### src/rtl/hazard_unit.sv
// RV32I hazard controller: tracks EX/MEM destinations, selects operand forwarding,
// inserts a load-use bubble and squashes wrong-path ID slots after a taken branch.

module hazard_src #(
  parameter int NB_OPERAND = 5
) (
  input  logic [NB_OPERAND-1:0] i_rs,
  input  logic                  i_uses,
  input  logic                  i_ex_valid,
  input  logic [NB_OPERAND-1:0] i_ex_rd,
  input  logic                  i_ex_rw,
  input  logic                  i_ex_load,
  input  logic                  i_mem_valid,
  input  logic [NB_OPERAND-1:0] i_mem_rd,
  input  logic                  i_mem_rw,
  output logic [1:0]            o_fwd,
  output logic                  o_load_use
);
  logic w_ex_hit, w_mem_hit;

  assign w_ex_hit  = i_uses && i_ex_valid && i_ex_rw && (i_ex_rd != '0) && (i_ex_rd == i_rs);
  assign w_mem_hit = i_uses && i_mem_valid && i_mem_rw && (i_mem_rd != '0) && (i_mem_rd == i_rs);
  assign o_load_use = w_ex_hit && i_ex_load;

  // A load in EX shadows any older MEM match: the select stays RF until the load reaches MEM.
  always_comb begin
    o_fwd = 2'b00;
    if (w_ex_hit)       o_fwd = i_ex_load ? 2'b00 : 2'b01;
    else if (w_mem_hit) o_fwd = 2'b10;
  end
endmodule

module hazard_unit #(
  parameter int NB_OPERAND   = 5,
  parameter int FLUSH_CYCLES = 2,
  parameter int NB_STALL_CNT = 16
) (
  input  logic                    i_clock,
  input  logic                    i_reset,
  input  logic                    i_id_valid,
  input  logic [NB_OPERAND-1:0]   i_id_rs1,
  input  logic [NB_OPERAND-1:0]   i_id_rs2,
  input  logic                    i_id_uses_rs1,
  input  logic                    i_id_uses_rs2,
  input  logic [NB_OPERAND-1:0]   i_id_rd,
  input  logic                    i_id_reg_write,
  input  logic                    i_id_is_load,
  input  logic                    i_branch_taken,
  output logic [1:0]              o_forward_rs1,
  output logic [1:0]              o_forward_rs2,
  output logic                    o_stall,
  output logic                    o_ex_bubble,
  output logic                    o_flush,
  output logic [NB_STALL_CNT-1:0] o_stall_count,
  output logic [NB_STALL_CNT-1:0] o_flush_count
);
  localparam int NSRC = 2;

  logic                  r_ex_valid, r_ex_rw, r_ex_load;
  logic [NB_OPERAND-1:0] r_ex_rd;
  logic                  r_mem_valid, r_mem_rw;
  logic [NB_OPERAND-1:0] r_mem_rd;
  logic [2:0]            r_fcnt;
  logic [NB_STALL_CNT-1:0] r_stall_cnt, r_flush_cnt;

  logic [NSRC-1:0][NB_OPERAND-1:0] w_rs;
  logic [NSRC-1:0]                 w_uses;
  logic [NSRC-1:0][1:0]            w_fwd;
  logic [NSRC-1:0]                 w_lu;
  logic                            w_load_use;

  assign w_rs   = {i_id_rs2, i_id_rs1};
  assign w_uses = {i_id_uses_rs2, i_id_uses_rs1};

  for (genvar g = 0; g < NSRC; g++) begin : g_src
    hazard_src #(.NB_OPERAND(NB_OPERAND)) u_src (
      .i_rs       (w_rs[g]),
      .i_uses     (w_uses[g]),
      .i_ex_valid (r_ex_valid),
      .i_ex_rd    (r_ex_rd),
      .i_ex_rw    (r_ex_rw),
      .i_ex_load  (r_ex_load),
      .i_mem_valid(r_mem_valid),
      .i_mem_rd   (r_mem_rd),
      .i_mem_rw   (r_mem_rw),
      .o_fwd      (w_fwd[g]),
      .o_load_use (w_lu[g])
    );
  end

  assign o_forward_rs1 = w_fwd[0];
  assign o_forward_rs2 = w_fwd[1];
  assign w_load_use    = |w_lu && i_id_valid;
  assign o_flush       = i_branch_taken || (r_fcnt != 3'd0);
  assign o_stall       = w_load_use && !o_flush;
  assign o_ex_bubble   = o_flush || w_load_use;
  assign o_stall_count = r_stall_cnt;
  assign o_flush_count = r_flush_cnt;

  always_ff @(posedge i_clock) begin
    if (!i_reset) begin
      r_ex_valid  <= 1'b0;
      r_ex_rw     <= 1'b0;
      r_ex_load   <= 1'b0;
      r_ex_rd     <= '0;
      r_mem_valid <= 1'b0;
      r_mem_rw    <= 1'b0;
      r_mem_rd    <= '0;
      r_fcnt      <= 3'd0;
      r_stall_cnt <= '0;
      r_flush_cnt <= '0;
    end else begin
      r_mem_valid <= r_ex_valid;
      r_mem_rw    <= r_ex_rw;
      r_mem_rd    <= r_ex_rd;
      r_ex_valid  <= o_ex_bubble ? 1'b0 : i_id_valid;
      r_ex_rw     <= i_id_reg_write;
      r_ex_load   <= i_id_is_load;
      r_ex_rd     <= i_id_rd;
      if (i_branch_taken)      r_fcnt <= 3'(FLUSH_CYCLES - 1);
      else if (r_fcnt != 3'd0) r_fcnt <= r_fcnt - 3'd1;
      if (o_stall && r_stall_cnt != '1) r_stall_cnt <= r_stall_cnt + NB_STALL_CNT'(1);
      if (o_flush && r_flush_cnt != '1) r_flush_cnt <= r_flush_cnt + NB_STALL_CNT'(1);
    end
  end
endmodule

### config.mk
export PLATFORM = sky130hd
export DESIGN_NAME = hazard_unit
export DESIGN_NICKNAME = d
export VERILOG_FILES = /design/src/rtl/hazard_unit.sv
export SDC_FILE = /design/constraint.sdc
export NUM_CORES = 1
export LEC_CHECK = 0
export BUFFER_PORTS_ARGS = -buffer_cell sky130_fd_sc_hd__buf_2
export CELL_PAD_IN_SITES_DETAIL_PLACEMENT = 1
export CELL_PAD_IN_SITES_GLOBAL_PLACEMENT = 2
export CORE_MARGIN = 2
export CORE_UTILIZATION = 28
export CTS_CLUSTER_DIAMETER = 40
export DETAILED_ROUTE_END_ITERATION = 7
export GPL_TIMING_DRIVEN = 0
export PLACE_DENSITY = 0.84
export SYNTH_ARGS = -nofsm -noshare
export SYNTH_HDL_FRONTEND = slang
export SYNTH_HIERARCHICAL = 1
export SYNTH_SLANG_ARGS = --single-unit
### constraint.sdc
create_clock -name i_clock -period 2.45 [get_ports i_clock]
set_input_delay 0.1225 -clock i_clock [delete_from_list [all_inputs] [get_ports i_clock]]
set_output_delay 0.1225 -clock i_clock [all_outputs]
set_load 0.01 [all_outputs]
# == After elaboration in Yosys (flattened, before gate mapping) ==
# Index checks and enable logic that the tools add are counted.
# totals
wordCells,60
ff_bits,50
# classes
n_reduce_logical,32
addsub,3
n_mux,7
bitwise_logic,1
n_eq_ne,6
# ops
op,count
"adder 16 x 1 -> 16 bit, second input constant",2
"!= test 16 bit, second input constant",2
logical AND 1 bit,22
equality test 5 bit,4
nonzero test 5 bit,2
2-to-1 mux 2 bit,4
OR reduction 2 bit,3
2-to-1 mux 1 bit,3
nonzero test 3 bit,1
"subtractor 3 x 1 -> 3 bit, second input constant",1
logical OR 1 bit,2
nonzero test 2 bit,1
logical NOT 1 bit,1
inverter 1 bit,1

# == Longest topological paths before layout ==
# depth
depth_word,9
depth_mapped,10

# == By module ==
# Netlist, hierarchy kept.
# by_module_without_submodules
mod,instances,area_each_um2,seq_area_each_um2,cells_per_inst
hazard_unit,1,2199.6,1001.0,248
hazard_src,2,165.2,0.0,22

# == Least setup slack after synthesis ==
# OpenSTA, ideal clock, no wires.
# synth_timing
path_kind,register -> register
from,register r_ex_rd[2]
to,"register r_stall_cnt[10], in the netlist o_stall_count[10]"
slack_ps,171
arrival_ps,2209
stages_incl_launch_ff,9
t_required_ps,2380
period_less_slack_ps,2279
cell_sequence,dfxtp_1 xnor2_1 nand4_1 nor3_1 and2_1 o21ai_0 or4_4 or4_1 a21oi_1
# synth_via
elab_chain_len,8
word_cells_on_any_way,13
classes_between,eq/ne (2); reduce/logical (11)
# synth_lines
element,line_no,rtl
"start, declared",60,logic [NB_OPERAND-1:0] r_ex_rd;
"start signal, assigned",119,r_ex_rd <= i_id_rd;
nonzero test 5 bit,21,assign w_ex_hit = i_uses && i_ex_valid && i_ex_rw && (i_ex_rd != '0) && (i_ex_rd == i_rs);
logical AND 1 bit,21,
logical AND 1 bit (*),21,
logical AND 1 bit (*),23,assign o_load_use = w_ex_hit && i_ex_load;
net w_lu[1],69,logic [NSRC-1:0] w_lu;
OR reduction 2 bit (*),93,assign w_load_use = |w_lu && i_id_valid;
logical AND 1 bit (*),93,
logical AND 1 bit (*),95,assign o_stall = w_load_use && !o_flush;
logical AND 1 bit (*),122,if (o_stall && r_stall_cnt != '1) r_stall_cnt <= r_stall_cnt + NB_STALL_CNT'(1);
"end signal, assigned",122,
"end, declared",64,"logic [NB_STALL_CNT-1:0] r_stall_cnt, r_flush_cnt;"
# Mark *: on every way through the listed nets, which the timed path passes. The rest lies on a longest branch.
# A chain may end at the register's enable or synchronous reset.

# == Worst setup path after layout ==
# layout_timing
from,register r_ex_rd[1]
to,output port o_stall
# layout_via
elab_chain_len,7
word_cells_on_any_way,12
classes_between,eq/ne (2); reduce/logical (10)
# layout_lines
element,line_no,rtl
nonzero test 5 bit,21,
logical AND 1 bit,21,
logical AND 1 bit (*),21,
logical AND 1 bit (*),23,
net w_lu[0],69,
OR reduction 2 bit (*),93,
logical AND 1 bit (*),93,
logical AND 1 bit (*),95,
"end, declared",51,"output logic o_stall,"
# Marks and branches as above.

==> summary.md <==
| Metric | Value |
|---|---|
| Total clock sinks | `50` |
| Final setup viols | `0` |
| DR iter-0 viols | `50` |
| Vias per cell | `5.28` |
| Synthesis-stage register bit count | `50` |
| Synth Area per Inst | `8.66 µm²` |
| Switching power of the nets | `0.000402 W` |
| CP arrival | `2220 ps` |
| Core area | `8720 µm²` |
| Worst min-delay path startpoint | `i_id_rd[1]` |
| Clk pin slew, worst setup/hold paths | `90 ps` |
| Max cap viols | `0` |
| Row count | `34` |
| Post-synth top area share | `39.6%` |
| Clock Latency Late Sink | `about 300 ps` |
| Placed instance area | `around 3000 µm²` |
| Clock share of power | `32.2%` |
| Warnings, synthesis | `6` |
| Clk_skew | `around 5 ps` |
| Endpoint, Worst Hold | `r_ex_rd[1]$_SDFF_PN0_` |
| Initial antenna violation count | `0` |
| Worst reg2reg startpoint | `r_ex_rd[2]$_SDFF_PN0_` |
| Period utilization | `95.5%` |
| Cell Chain, Critical Path | `or4_1 -> nor2_2 -> nor3_2 -> and2_4 -> o21a_1 -> nand2_1 -> buf_4 -> inv_1 -> buf_2` |
| Die width | `99.1 µm` |
| Starting Density | `29.0%` |
| Final instance area | `approximately 3200 µm²` |
| Hold Path Stages | `2` |
| Root Driver | `clkbuf_8` |
| Netlist cell types | `37` |
| Final GP Congestion | `0.873` |
| Total grt overflow | `0` |
| FMAX | `427 MHz` |
| FF-to-FF End | `o_stall_count[10]$_SDFFE_PN0P_` |
| Leading area contributor after synthesis | `dfxtp_1` |
| DR vias | `2514` |
| Mapped Nets | `319` |
| Area of the mapped netlist | `2530 µm²` |
| Crit. End Element | `primary output` |
| Status | `complete, no violations` |
| Worst-margin pin slew | `~800 ps` |
| Register-to-register setup slack | `160 ps` |
| CTS tree | `done` |
| Most frequent cells in the layout | `buf_2, dfxtp_1, nand2_1, a21oi_1` |
| Top cells by area, synth | `dfxtp_1, xnor2_1, nand4_1` |
| CTS H-tree depth | `2` |
| P&R area growth vs syn | `25.1%` |
| Die area | `9810 µm²` |
| Worst EP required | `2330 ps` |
| Drt total wl | `7570 µm` |
| TritonRoute pass-1 iters | `4` |
| Average wire per standard cell | `15.9 µm` |
| Sequential power share | `55.6%` |
| Critical path fanouts, max | `10` |
| Fin crit period | `2340 ps` |
| Hold-fix buffers, CTS | `0` |
| Worst hold-check path type | `in2reg` |
| Final Slew Violations | `0` |
| CP max stage delay | `540 ps` |
| Register area share after synthesis | `39.6%` |
| Ratio of cells with drive above 1 in the final layout | `25.8%` |
| Number of inserted diodes | `0` |
| Total GRT Usage | `15.3%` |
| Pwr Density | `491 nW/µm²` |
| PortBufs | `61` |
| HPWL after DPL | `~5700 µm` |
| Die Y-Extent | `around 99 µm` |
| Vias in the first global route | `2487` |
| CTS Buffer Depth | `2` |
| First-pass GRT wire length | `12300 µm` |
| Fin Setup TNS | `0 ps` |
| Post-Syn Instances | `between 200 and 300` |
| Int Power | `0.00115 W` |
| Number of remaining DRC errors | `0` |
| Final ANT Viol Nets | `0` |
| Reg2reg path depth | `8` |
| WS Path Type | `reg2out` |
| Final Hold Violating Endpoints | `0` |
| Pin count of the biggest net entering global routing | `15` |
| Switching part of the total | `25.9%` |
| Final net count | `roughly 400` |
| Most common cell after layout, fill and taps aside | `buf_2` |
| Slew headroom | `approximately 47%` |
| CTS buffer count | `5` |
| Logic pwr share | `~12%` |
| Critical Path Source Type | `flop` |
| Io pins | `62` |
| Slowest stage cell, crit path | `or4_1` |
| Leak | `1.20 nW` |
| Max rail drop VDD | `~0.21 mV` |
-- repair_timing --
action	4_1_cts	5_1_grt
resized for setup	8	10
pin swaps	2	7
endpoints found under the setup margin	16	14
buffers inserted	3	4
-- layer usage --
layer	part of all wire [%]	global-route usage [%]
met5	0	0
met4	1.5	5.16
met3	3.2	2.13
met2	51	26.6
met1	44	19.3
-- power by group through the flow --
stage / clock (W) / sequential (W) / combinational, W
final: 0.000501 / 0.000865 / 0.000190
after global routing: 0.000553 / 0.000870 / 0.000213
after CTS: 0.000523 / 0.000865 / 0.000193
after detailed placement: 0 / 0.000883 / 0.000186
after global placement: 0 / 0.000881 / 0.000179
after floorplan: 0 / 0.000879 / 0.000113
-- metrics by stage --
step / util [%] / cells / total power, W / hold WS [ps] / setup WS, ps
floorplan: - / 292 / 0.000992 / 236 / 171
global placement: 34.1 / 461 / 0.00106 / 332 / -167
detailed placement: 34.1 / 461 / 0.00107 / 338 / -221
CTS: 35.6 / 472 / 0.00158 / 24.4 / 6.17
global route: 36.3 / 476 / 0.00164 / 30.5 / -14.4
finish: 36.3 / 476 / 0.00156 / 30.0 / 110
-- final cells by class --
type	instances	area, µm²
plain buffers	8	36.3
clock inverters	1	5.00
well taps	108	135
fillers	1053	5560
multi-input cells	227	1510
clock buffers	7	86.3
inverters	7	26.3
flip-flops and latches	50	1010
repair buffers	68	358
-- cells in the mapped netlist --
| cell | n |
|---|---|
| a2111oi_2 | 2 |
| inv_2 | 1 |
| o31ai_1 | 11 |
| o311a_1 | 1 |
| ha_1 | 4 |
| and2_1 | 17 |
| o21bai_1 | 1 |
| o21ai_0 | 8 |
| nor3b_4 | 1 |
| and3_1 | 4 |
| or4_4 | 1 |
| nand4_1 | 20 |
| nand2b_1 | 9 |
| nand2_1 | 21 |
| nor2_1 | 15 |
| nand3b_1 | 1 |
| o41ai_1 | 2 |
| clkbuf_1 | 7 |
| a31oi_1 | 1 |
| nor3_1 | 11 |
| a211oi_1 | 2 |
| inv_1 | 5 |
| or3_1 | 7 |
| xnor2_1 | 21 |
| or4_1 | 12 |
| o311ai_0 | 2 |
| mux2i_1 | 8 |
| and4_1 | 4 |
| buf_2 | 1 |
| clkinv_1 | 1 |
| o21a_1 | 1 |
| nand3_1 | 10 |
| a21oi_1 | 21 |
| nor4_1 | 6 |
| dfxtp_1 | 50 |
| nor2b_1 | 2 |
| a41oi_1 | 1 |
-- state kept, by name (all words and copies together) (netlist names) --
name / flops
o_stall_count: 16
r_mem_rw: 1
r_ex_valid: 1
r_ex_load: 1
o_flush_count: 16
r_ex_rd: 5
r_mem_valid: 1
r_ex_rw: 1
r_fcnt: 3
r_mem_rd: 5
-- how the worst max path moves through the flow --
stage / startpoint / end / slack [ps]
detailed placement: r_ex_rd[2]$_SDFF_PN0_ / o_stall_count[9]$_SDFFE_PN0P_ / -220
global placement: o_stall_count[0]$_SDFFE_PN0P_ / o_stall_count[1]$_SDFFE_PN0P_ / -170
floorplan: r_ex_rd[2]$_SDFF_PN0_ / o_stall_count[10]$_SDFFE_PN0P_ / 170
global route: r_ex_rd[1]$_SDFF_PN0_ / o_stall / -10
finish: r_ex_rd[1]$_SDFF_PN0_ / o_stall / 110
CTS: r_ex_rd[1]$_SDFF_PN0_ / o_stall_count[9]$_SDFFE_PN0P_ / 6
-- cell families after synthesis --
logic type / count (synthesis) / share of synthesized area, %
multiplexers: 8 / 3.17
buffers and inverters: 15 / 2.27
AO/OA/AOI/OAI: 53 / 13.7
AND/OR/NAND/NOR: 141 / 32.0
adder cells (fa/ha/maj): 4 / 1.98
flip-flops: 50 / 39.6
XOR/XNOR: 21 / 7.27
-- worst max-delay path: cells and delay by family (launching register included) --
kind,cells,cell delay (ps)
and+or+nand+nor,5,980
buffers and inverters,3,360
DFF,1,360
AOI/OAI and AO/OA,1,230
Power figures use the tool's default switching activity.
